**src/rtl/ins_align_buffer.sv**
```systemverilog
// Halfword-granular instruction realignment buffer between fetch and decode.
// RV_ALIGN_RVC_EN enables 16-bit (RVC) instructions; without it every instruction is 32-bit.
module ins_align_buffer #(
  parameter int C_DEPTH_HW = 8,
  parameter int C_XLEN     = 32
) (
  input  logic              clk_i,
  input  logic              reset_i,
  input  logic              flush_i,
  input  logic              fetch_valid_i,
  output logic              fetch_ready_o,
  input  logic [31:0]       fetch_data_i,
  input  logic [C_XLEN-1:0] fetch_addr_i,
  output logic              ins_valid_o,
  input  logic              ins_ready_i,
  output logic [31:0]       ins_o,
  output logic [1:0]        ins_size_o,
  output logic [C_XLEN-1:0] ins_pc_o,
  output logic              ins_err_o
);

  localparam int PW = $clog2(C_DEPTH_HW);
  localparam int CW = PW + 1;
  localparam logic [CW-1:0] DEPTH = CW'(C_DEPTH_HW);

  typedef logic [PW-1:0] ptr_t;

  logic [15:0]       hw_buf_q [C_DEPTH_HW];
  logic [15:0]       hw_buf_d [C_DEPTH_HW];
  ptr_t              rd_ptr_q, rd_ptr_d;
  ptr_t              wr_ptr_q, wr_ptr_d;
  logic [CW-1:0]     count_q, count_d;
  logic              pc_valid_q, pc_valid_d;
  logic [C_XLEN-1:0] pc_head_q, pc_head_d;

  logic [15:0]       h0, h1;
  logic              is32;
  logic              head_valid, head_32, head_err;
  logic              need_two;
  logic [CW-1:0]     free_hw, need_hw;
  logic              push, pop;
  logic [CW-1:0]     push_cnt, pop_cnt;
  logic [C_XLEN-1:0] pc_load;
  logic              unused_addr;

  assign unused_addr = ^fetch_addr_i[1:0];

  assign h0   = hw_buf_q[rd_ptr_q];
  assign h1   = hw_buf_q[rd_ptr_q + ptr_t'(1)];
  assign is32 = (h0[1:0] == 2'b11);

`ifdef RV_ALIGN_RVC_EN
  assign head_32    = is32;
  assign head_valid = is32 ? (count_q >= CW'(2)) : (count_q >= CW'(1));
  assign head_err   = 1'b0;
  // Only the very first word after reset/flush may start on the upper halfword.
  assign need_two   = !(!pc_valid_q && fetch_addr_i[1]);
  assign pc_load    = {fetch_addr_i[C_XLEN-1:1], 1'b0};
`else
  assign head_32    = 1'b1;
  assign head_valid = (count_q >= CW'(2));
  assign head_err   = !is32;
  assign need_two   = 1'b1;
  assign pc_load    = {fetch_addr_i[C_XLEN-1:2], 2'b00};
`endif

  assign free_hw       = DEPTH - count_q;
  assign need_hw       = need_two ? CW'(2) : CW'(1);
  assign fetch_ready_o = !reset_i && !flush_i && (free_hw >= need_hw);

  assign push     = fetch_valid_i && fetch_ready_o;
  assign pop      = head_valid && ins_ready_i && !flush_i;
  assign push_cnt = push ? need_hw : CW'(0);
  assign pop_cnt  = pop ? (head_32 ? CW'(2) : CW'(1)) : CW'(0);

  assign ins_valid_o = head_valid;
  assign ins_o       = !head_valid ? 32'h0 : (head_32 ? {h1, h0} : {16'h0, h0});
  assign ins_size_o  = (head_valid && !head_32) ? 2'b01 : 2'b10;
  assign ins_pc_o    = pc_head_q;
  assign ins_err_o   = head_valid && head_err;

  always_comb begin
    hw_buf_d   = hw_buf_q;
    rd_ptr_d   = rd_ptr_q;
    wr_ptr_d   = wr_ptr_q;
    count_d    = count_q;
    pc_valid_d = pc_valid_q;
    pc_head_d  = pc_head_q;
    if (flush_i) begin
      rd_ptr_d   = '0;
      wr_ptr_d   = '0;
      count_d    = '0;
      pc_valid_d = 1'b0;
    end else begin
      if (pop) begin
        rd_ptr_d  = rd_ptr_q + ptr_t'(pop_cnt);
        pc_head_d = pc_head_q + (head_32 ? C_XLEN'(4) : C_XLEN'(2));
      end
      if (push) begin
        if (need_two) begin
          hw_buf_d[wr_ptr_q]              = fetch_data_i[15:0];
          hw_buf_d[wr_ptr_q + ptr_t'(1)]  = fetch_data_i[31:16];
          wr_ptr_d                        = wr_ptr_q + ptr_t'(2);
        end else begin
          hw_buf_d[wr_ptr_q] = fetch_data_i[31:16];
          wr_ptr_d           = wr_ptr_q + ptr_t'(1);
        end
        // A non-empty buffer implies pc_valid, so this never collides with a pop.
        if (!pc_valid_q) begin
          pc_head_d  = pc_load;
          pc_valid_d = 1'b1;
        end
      end
      count_d = count_q + push_cnt - pop_cnt;
    end
  end

  always_ff @(posedge clk_i or posedge reset_i) begin
    if (reset_i) begin
      rd_ptr_q   <= '0;
      wr_ptr_q   <= '0;
      count_q    <= '0;
      pc_valid_q <= 1'b0;
      pc_head_q  <= '0;
    end else begin
      rd_ptr_q   <= rd_ptr_d;
      wr_ptr_q   <= wr_ptr_d;
      count_q    <= count_d;
      pc_valid_q <= pc_valid_d;
      pc_head_q  <= pc_head_d;
    end
  end

  // Storage needs no reset: count gates every read.
  always_ff @(posedge clk_i) begin
    hw_buf_q <= hw_buf_d;
  end

endmodule

```
**config.mk**
```make
export PLATFORM = sky130hd
export DESIGN_NAME = ins_align_buffer
export DESIGN_NICKNAME = d
export VERILOG_FILES = /design/src/rtl/ins_align_buffer.sv
export SDC_FILE = /design/constraint.sdc
export NUM_CORES = 1
export LEC_CHECK = 0
export CAP_MARGIN = 15
export CORE_UTILIZATION = 39
export CTS_CLUSTER_SIZE = 40
export DETAILED_ROUTE_END_ITERATION = 7
export SLEW_MARGIN = 20
export SYNTH_ARGS = -nofsm -noshare
export SYNTH_HDL_FRONTEND = slang
export SYNTH_SLANG_ARGS = --single-unit
```
**constraint.sdc**
```tcl
create_clock -name clk_i -period 4.48 [get_ports clk_i]
set_input_delay 0.448 -clock clk_i [delete_from_list [all_inputs] [get_ports clk_i]]
set_output_delay 0.448 -clock clk_i [all_outputs]
set_load 0.005 [all_outputs]
```
# Word level (Yosys, flattened, before mapping)
# Index checks and enable logic that the tools add are counted.
# Widths: inputs -> output; s select.
totals:
  out_inout_bits: 69
  regBits: 171
  input_bits: 69
  word_cells: 74
op_classes:
  reduce_logical: 14
  order_cmp: 8
  addsub: 8
  mux: 25
  bitwise_logic: 5
  eq_ne: 1
ops:
  columns: ["operator", "n"]
  rows:
  - ["$bwmux 128", 2]
  - ["$mux 32", 4]
  - ["$bmux 16 s3", 2]
  - ["$demux 16 s3", 2]
  - ["$mux 16", 6]
  - ["$add 32x3->32 const B", 1]
  - ["$ge 4x4->1 const B", 4]
  - ["$not 3->4", 4]
  - ["$mux 3", 4]
  - ["$ge 4x2->1 const B", 2]
  - ["$logic_and 1x1->1", 8]
  - ["$lt 4x1->1 const B", 2]
  - ["$add 3x1->3 const B", 2]
  - ["$add 4x2->4", 1]
  - ["$mux 2", 2]
  - ["$mux 4", 1]
  - ["$reduce_bool 2->1", 2]
  - ["$sub 4x2->4", 1]
  - ["$sub 4x4->4 const A", 1]
  - ["$add 3x2->3", 1]
  - ["$add 3x2->3 const B", 1]
  - ["$logic_not 1->1", 3]
  - ["$eq 2x2->1 const B", 1]
  - ["$mux 1", 2]
  - ["other kinds (2)", 2]

# Logic depth before layout (Yosys ltp)
# Gate-level depths: netlist of the first run.
depth:
  ltp_word: 8
  mapped_depth: 10

# Worst setup path after synthesis of the first run
# Ideal clock, no wire load.
synth_path:
  path_kind: "register -> register"
  startpoint: "register count_q[1]"
  endpoint: "register hw_buf_q[0] (netlist bit) (enable)"
  setup_time_ps: 392
  path_stages_with_launch: 7
  arrival_ps: 2409
  path_buffers: 1
  required_ps: 4088
  slack_ps: 1679
  path_cell_list: "dfrtp_1 -> inv_1 -> ha_1 -> xnor2_1 -> a2111oi_2 -> clkbuf_1 -> and2_1"
synth_between:
  elab_chain_cells: 5
synth_lines:
  columns: ["element", "line", "source"]
  rows:
  - ["start: declaration", "32", "logic [CW-1:0] count_q, count_d;"]
  - ["start signal: assignment", "128", "count_q <= count_d;"]
  - ["$sub 4x4->4", "67", "assign free_hw = DEPTH - count_q;"]
  - ["$ge 4x2->1", "69", "assign fetch_ready_o = !reset_i && !flush_i && (free_hw >= need_hw);"]
  - ["$logic_and 1x1->1", "69", null]
  - ["$logic_and 1x1->1", "71", "assign push = fetch_valid_i && fetch_ready_o;"]
  - ["$reduce_and 2->1 (no line)", null, null]
  - ["end signal: assignment", "136", "hw_buf_q <= hw_buf_d;"]
  - ["end: declaration", "28", "logic [15:0] hw_buf_q [C_DEPTH_HW];"]
# Every way passes these cells.
# A chain may end at the register's enable or synchronous reset.

# Worst setup path in the final report of the first run
layout_path:
  startpoint: "register count_q[2]"
  endpoint: "output ins_o[26]"
layout_between:
  elab_chain_cells: 2
layout_lines:
  columns: ["element", "line", "source"]
  rows:
  - ["$ge 4x2->1", "61", "assign head_valid = (count_q >= CW'(2));"]
  - ["$mux 32", "77", "assign ins_o = !head_valid ? 32'h0 : (head_32 ? {h1, h0} : {16'h0, h0});"]
  - ["end: declaration", "16", "output logic [31:0] ins_o,"]
# Every way passes these cells.

==> results.json, run 1 <==
{
  "worst_slack_ns": 1.02,
  "powerDensity_mw_per_mm2": 500,
  "grt_overflow": 0,
  "place_congestion": 0.798,
  "die_h_um": 146,
  "grt_max_degree": 45,
  "grt_pass1_vias": 5220,
  "clock_latency_ns": 0.43,
  "cp-start-kind": "register",
  "initial_core_util_pct": 39.8,
  "num_rows": 52,
  "p_leak_nw": 3.66,
  "yosys.cell_types.count": 43,
  "swShare_pct": 29.4,
  "holdCritPathClass": "reg2reg",
  "diodes": 0,
  "drtIter0Drc": 247,
  "fillers": 1729,
  "wl_per_cell_um": 18.3,
  "post-route-drc-count": 0,
  "final.setup_skew_ns": 0.0119,
  "antenna_found_initial": 0,
  "power_w": 0.00511,
  "dieArea_mm2": 0.0212,
  "h-tree-depth": 4,
  "die_w_um": 146,
  "cts_sinks": 166,
  "placedCellCount": 969,
  "ys_ff_latch": 166,
  "ctsHoldBuffers": 0,
  "min_period_over_period_pct": 77.2,
  "setup_viol": 0,
  "grt_pass1_wl_um": 29100,
  "placed_area_mm2": 0.00960,
  "switchingPower_w": 0.00150,
  "synth_area_per_cell_um2": 13.6,
  "fin_crit_ns": 3.46,
  "clkPwrFrac_pct": 28.4,
  "final_cells": 1002,
  "cts_root_buffer": "clkbuf_16",
  "finalHoldViolCount": 0,
  "core_mm2": 0.0202,
  "peakVddDrop_mv": 0.282,
  "status": "finished, final reports clean",
  "endpoint_kind": "output port",
  "cts_max_path_buffers": 2,
  "dp_slack_ns": 1.18,
  "arrival_ns": 3.01,
  "nets": 802,
  "portBuffers": 131,
  "cts_setup_buffers": 0,
  "max_freq_mhz": 289,
  "grt_use_total_pct": 18.0,
  "synth-seq-area-share_pct": 59.5,
  "drt_wl_total_um": 18300,
  "dp_hpwl_um": 11700,
  "syn2layout_area_growth_pct": 26.7,
  "syn-cell-area_mm2": 0.00806,
  "path_max_fanout": 22,
  "antenna_left": 0,
  "crit_required_ns": 4.03,
  "final_cell_area_mm2": 0.0102,
  "yosys_warnings": 0,
  "tightest_slew_ns": 1.00,
  "maxSlewHeadroom_pct": 33.1,
  "numCtsBuffers": 17,
  "via_per_inst": 5.09,
  "combinationalPowerShare_pct": 30.5,
  "rsz0062_at_grt": "no",
  "crit_type": "reg2out",
  "netlist_instances": 593,
  "drive_above_1_share_pct": 12.0,
  "ios": 138,
  "cts_resized": 0,
  "dr.pass1.iters": 4,
  "slew_violations": 0,
  "drv_cap": 0,
  "num_vias": 5104,
  "cts_tree": "done",
  "p_seq_share_pct": 41.1,
  "p_int_w": 0.00361,
  "setup_tns_ns": 0,
  "clk_pin_slew_worst_paths_ns": 0.06
}
==> per-stage QoR <==
stage	hold WS (ns)	util, %
finish	0.522	50.5
CTS	0.527	50.3
global route	0.551	50.5
floorplan	0.469	-
global placement	0.485	47.4
detailed placement	0.513	47.4
==> layout by cell type (no fill, tap or decap), types with 5 or more instances in the layout <==
cell type / n
clkbuf_16: 17
edfxtp_1: 128
ha_1: 12
and3_1: 9
and2_1: 163
and4_1: 10
nor3_1: 9
a311oi_1: 5
xor2_1: 8
dfrtp_1: 37
clkdlybuf4s50_1: 131
o21ai_0: 14
mux4_2: 32
buf_4: 8
nand2_1: 28
nand3_1: 8
xnor2_1: 9
inv_1: 13
a211oi_1: 8
nor2_1: 19
nand4_1: 5
==> power by group through the flow <==
stage	clock (W)	combinational (W)	sequential [W]
floorplan	0	0.000765	0.00208
global placement	0	0.00155	0.00212
detailed placement	0	0.00157	0.00213
CTS	0.00148	0.00158	0.00210
global route	0.00154	0.00170	0.00213
finish	0.00145	0.00156	0.00210
==> synthesized netlist by cell type <==
cell / number / area (um^2)
nand2b_1: 4 / 25.0
a21oi_1: 3 / 15.0
nor4b_4: 1 / 23.8
buf_4: 5 / 37.5
ha_1: 12 / 150
a21o_1: 1 / 7.51
a211o_1: 2 / 17.5
a311oi_2: 1 / 15.0
fa_1: 2 / 40.0
a311o_1: 1 / 10.0
o31ai_1: 1 / 7.51
and4b_1: 1 / 10.0
o21ai_0: 14 / 70.1
mux2_2: 2 / 22.5
nand4_1: 5 / 31.3
nor2_1: 19 / 71.3
clkbuf_1: 19 / 71.3
and3_1: 9 / 56.3
xor2_1: 8 / 70.1
a211oi_1: 8 / 60.1
nor2b_1: 3 / 18.8
buf_6: 2 / 22.5
and2_1: 166 / 1040
inv_1: 13 / 48.8
nor3b_2: 2 / 25.0
nand2_1: 28 / 105
buf_2: 9 / 45.0
dfrtp_1: 38 / 951
a21oi_4: 1 / 16.3
nor3_1: 9 / 45.0
nor4_1: 2 / 12.5
edfxtp_1: 128 / 3840
mux4_2: 32 / 721
or4b_4: 1 / 13.8
a2111oi_2: 1 / 15.0
mux2i_1: 2 / 20.0
conb_1: 2 / 7.51
o221a_2: 3 / 33.8
a311oi_1: 5 / 43.8
xnor2_1: 9 / 78.8
nor3_2: 1 / 10.0
nand3_1: 8 / 40.0
and4_1: 10 / 87.6
==> cell type report <==
| type | instances | area (um^2) | share of cell area, % |
|---|---|---|---|
| Multi-Input combinational cell | 381 | 3050 | 29.8 |
| Clock buffer | 19 | 433 | 4.24 |
| Sequential cell | 166 | 4800 | 47.0 |
| Tap cell | 270 | 338 | 3.31 |
| Inverter | 13 | 48.8 | 0.478 |
| Timing Repair Buffer | 140 | 1400 | 13.7 |
| Clock inverter | 13 | 149 | 1.46 |
==> critical path, cell delays in order (launching register included) <==
cell,delay [ns]
dfrtp_1,0.40
inv_1,0.09
ha_1,0.14
nor2b_1,0.45
inv_1,0.50
buf_4,0.36
and2_1,0.19
clkdlybuf4s50_1,0.46
==> final timing paths <==
kind                             from           end  slack (ns)  cells past startpoint
max in group asynchronous     reset_i  ins_pc_o[13]        3.15                      3
hold reg to reg            pc_valid_q    pc_valid_q        0.52                      1
min in group asynchronous     reset_i  ins_pc_o[23]        0.55                      2
setup / recovery           count_q[2]     ins_o[26]        1.02                      7
setup reg to reg           count_q[2]  ins_pc_o[22]        1.46                      8
hold / removal             pc_valid_q    pc_valid_q        0.52                      1
==> layer usage <==
layer | GRT usage (%) | up-vias | routed length, um
li1 | - | 2393 | -
met4 | 5.53 | 0 | 227
met2 | 31.0 | 123 | 9400
met3 | 3.61 | 16 | 769
met1 | 22.9 | 2572 | 7910
met5 | 0 | - | 0
==> state kept, by name, indices dropped and copies added (netlist names) <==
name,cells
count_q,3
hw_buf_q,128
pc_valid_q,1
ins_pc_o,30
rd_ptr_q,2
wr_ptr_q,2
==> cell families after synthesis <==
kind of cell               synth area share (%)
and+or+nand+nor                            20.0
DFF                                        59.5
buffers and inverters                      2.80
AOI/OAI and AO/OA                          3.87
muxes                                      9.47
xor gates and xnor gates                   1.85
adders and majority gates                  2.36
other                                    0.0932
Note: power is estimated with default switching activity, not from simulation.
==> run 2: changes to the inputs <==
==> constraint.sdc (replaced) <==
create_clock -name clk_i -period 3.18 [get_ports clk_i]
set_input_delay 0.318 -clock clk_i [delete_from_list [all_inputs] [get_ports clk_i]]
set_output_delay 0.318 -clock clk_i [all_outputs]
set_load 0.005 [all_outputs]
==> results.json, run 2 (synthesis gave the netlist of run 1 again) <==
{
  "crit_type": "reg2out",
  "h-tree-depth": 4,
  "arrival_ns": 2.65,
  "final.setup_skew_ns": 0.00957,
  "dieArea_mm2": 0.0212,
  "die_w_um": 146,
  "dr.pass1.iters": 4,
  "tightest_slew_ns": 0.863,
  "cts_sinks": 166,
  "path_max_fanout": 26,
  "cts_resized": 0,
  "grt_pass1_wl_um": 29200,
  "crit_required_ns": 2.86,
  "antenna_left": 0,
  "final_common_cell": "and2_1",
  "portBuffers": 131,
  "syn2layout_area_growth_pct": 28.0,
  "cpMostUsedCell": "inv_1",
  "setup_viol": 0,
  "multi_input_area_mm2": 0.00305,
  "grt_pass1_vias": 5377,
  "cpPeakStageDelay_ns": 0.46,
  "startpoint": "count_q[2]",
  "endpoint_kind": "output port",
  "path_cells": "inv_1, ha_1, nor2b_1, inv_1, buf_4, and2_1, clkdlybuf4s50_1",
  "grt_use_total_pct": 18.3,
  "clk_pin_slew_worst_paths_ns": 0.07,
  "antenna_found_initial": 1,
  "cts_tree": "done",
  "holdCritPathClass": "in2async",
  "die_h_um": 146,
  "crit_cells": 7,
  "numCtsBuffers": 17,
  "largest_reg_flops": 128,
  "fin_crit_ns": 2.97,
  "setup_tns_ns": 0,
  "rsz0062_at_grt": "no",
  "maxSlewHeadroom_pct": 42.5,
  "min_period_over_period_pct": 93.3,
  "drive_above_1_share_pct": 13.6,
  "power_w": 0.00713,
  "drtIter0Drc": 220,
  "grt_max_degree": 45,
  "cp_num_buf_inv": 4,
  "cts_root_buffer": "clkbuf_16",
  "ios": 138,
  "core_mm2": 0.0202,
  "cts_setup_buffers": 0,
  "cts_max_path_buffers": 2,
  "r2r-start": "count_q[1]",
  "powerDensity_mw_per_mm2": 692,
  "drt_wl_total_um": 18400,
  "rr_worst_depth": 8,
  "drv_cap": 0,
  "cp-start-kind": "register",
  "wl_per_cell_um": 18.1,
  "max_freq_mhz": 337,
  "num_vias": 5087,
  "nets": 814,
  "crit_slowest_cell": "nor2b_1",
  "clock_latency_ns": 0.43,
  "post-route-drc-count": 0,
  "peakVddDrop_mv": 0.375,
  "grt_overflow": 0,
  "place_congestion": 0.774,
  "finalHoldViolCount": 0,
  "dp_hpwl_um": 12100,
  "ctsHoldBuffers": 0,
  "initial_core_util_pct": 39.8,
  "final_cell_mix": "and2_1, clkdlybuf4s50_1, edfxtp_1, dfrtp_1, mux4_2",
  "p_leak_nw": 3.71,
  "num_rows": 52,
  "critPathTopFamily": "buffers and inverters",
  "slew_violations": 0,
  "status": "finished, final reports clean",
  "layout.area.seq_mm2": 0.00480,
  "top_register": "hw_buf_q",
  "fillers": 1741,
  "via_per_inst": 5.01
}
-- run 2: per-stage QoR --
step / std cells / instance area (um^2) / worst slack (ns) / utilization [%] / hold WS [ns]
after floorplan: 595 / 8060 / 0.379 / - / 0.435
after global placement: 982 / 9750 / 0.479 / 48.2 / 0.486
after CTS: 1014 / 10300 / 0.151 / 50.9 / 0.415
final: 1015 / 10300 / 0.213 / 51.0 / 0.426
after detailed placement: 982 / 9750 / 0.443 / 48.2 / 0.491
after global routing: 1015 / 10300 / 0.0105 / 51.0 / 0.451
-- run 2: layer usage --
metal  global-route usage, %  vias to the layer above  wire length (um)
li1                        -                     2416                 -
met1                    22.4                     2543              7700
met2                    31.7                      126              9700
met3                    4.73                        2               943
met4                    5.47                        0                62
met5                       0                        -                 0
-- run 2: report_power, final --
group	total, W	switching (W)	internal, W
Clock	0.00194	0.000857	0.00108
Sequential	0.00295	0.000297	0.00265
Combinational	0.00224	0.000951	0.00129
Total	0.00713	0.00210	0.00503
-- run 2: area by class of cell --
class / instances / share of cell area [%]
well taps: 270 / 3.28
clock inverters: 14 / 1.26
diodes: 1 / 0.0243
clock buffers: 18 / 4.16
repair buffers: 152 / 14.7
multi-input cells: 381 / 29.6
flip-flops and latches: 166 / 46.5
inverters: 13 / 0.473
-- run 2: worst paths after layout --
kind / endpoint / slack, ns
max: ins_o[31] / 0.21
min in group clk_i: ins_pc_o[13] / 0.46
min: ins_pc_o[29] / 0.43
min reg2reg: pc_valid_q / 0.54
max in group asynchronous: ins_pc_o[3] / 1.99
max reg2reg: ins_pc_o[23] / 0.44
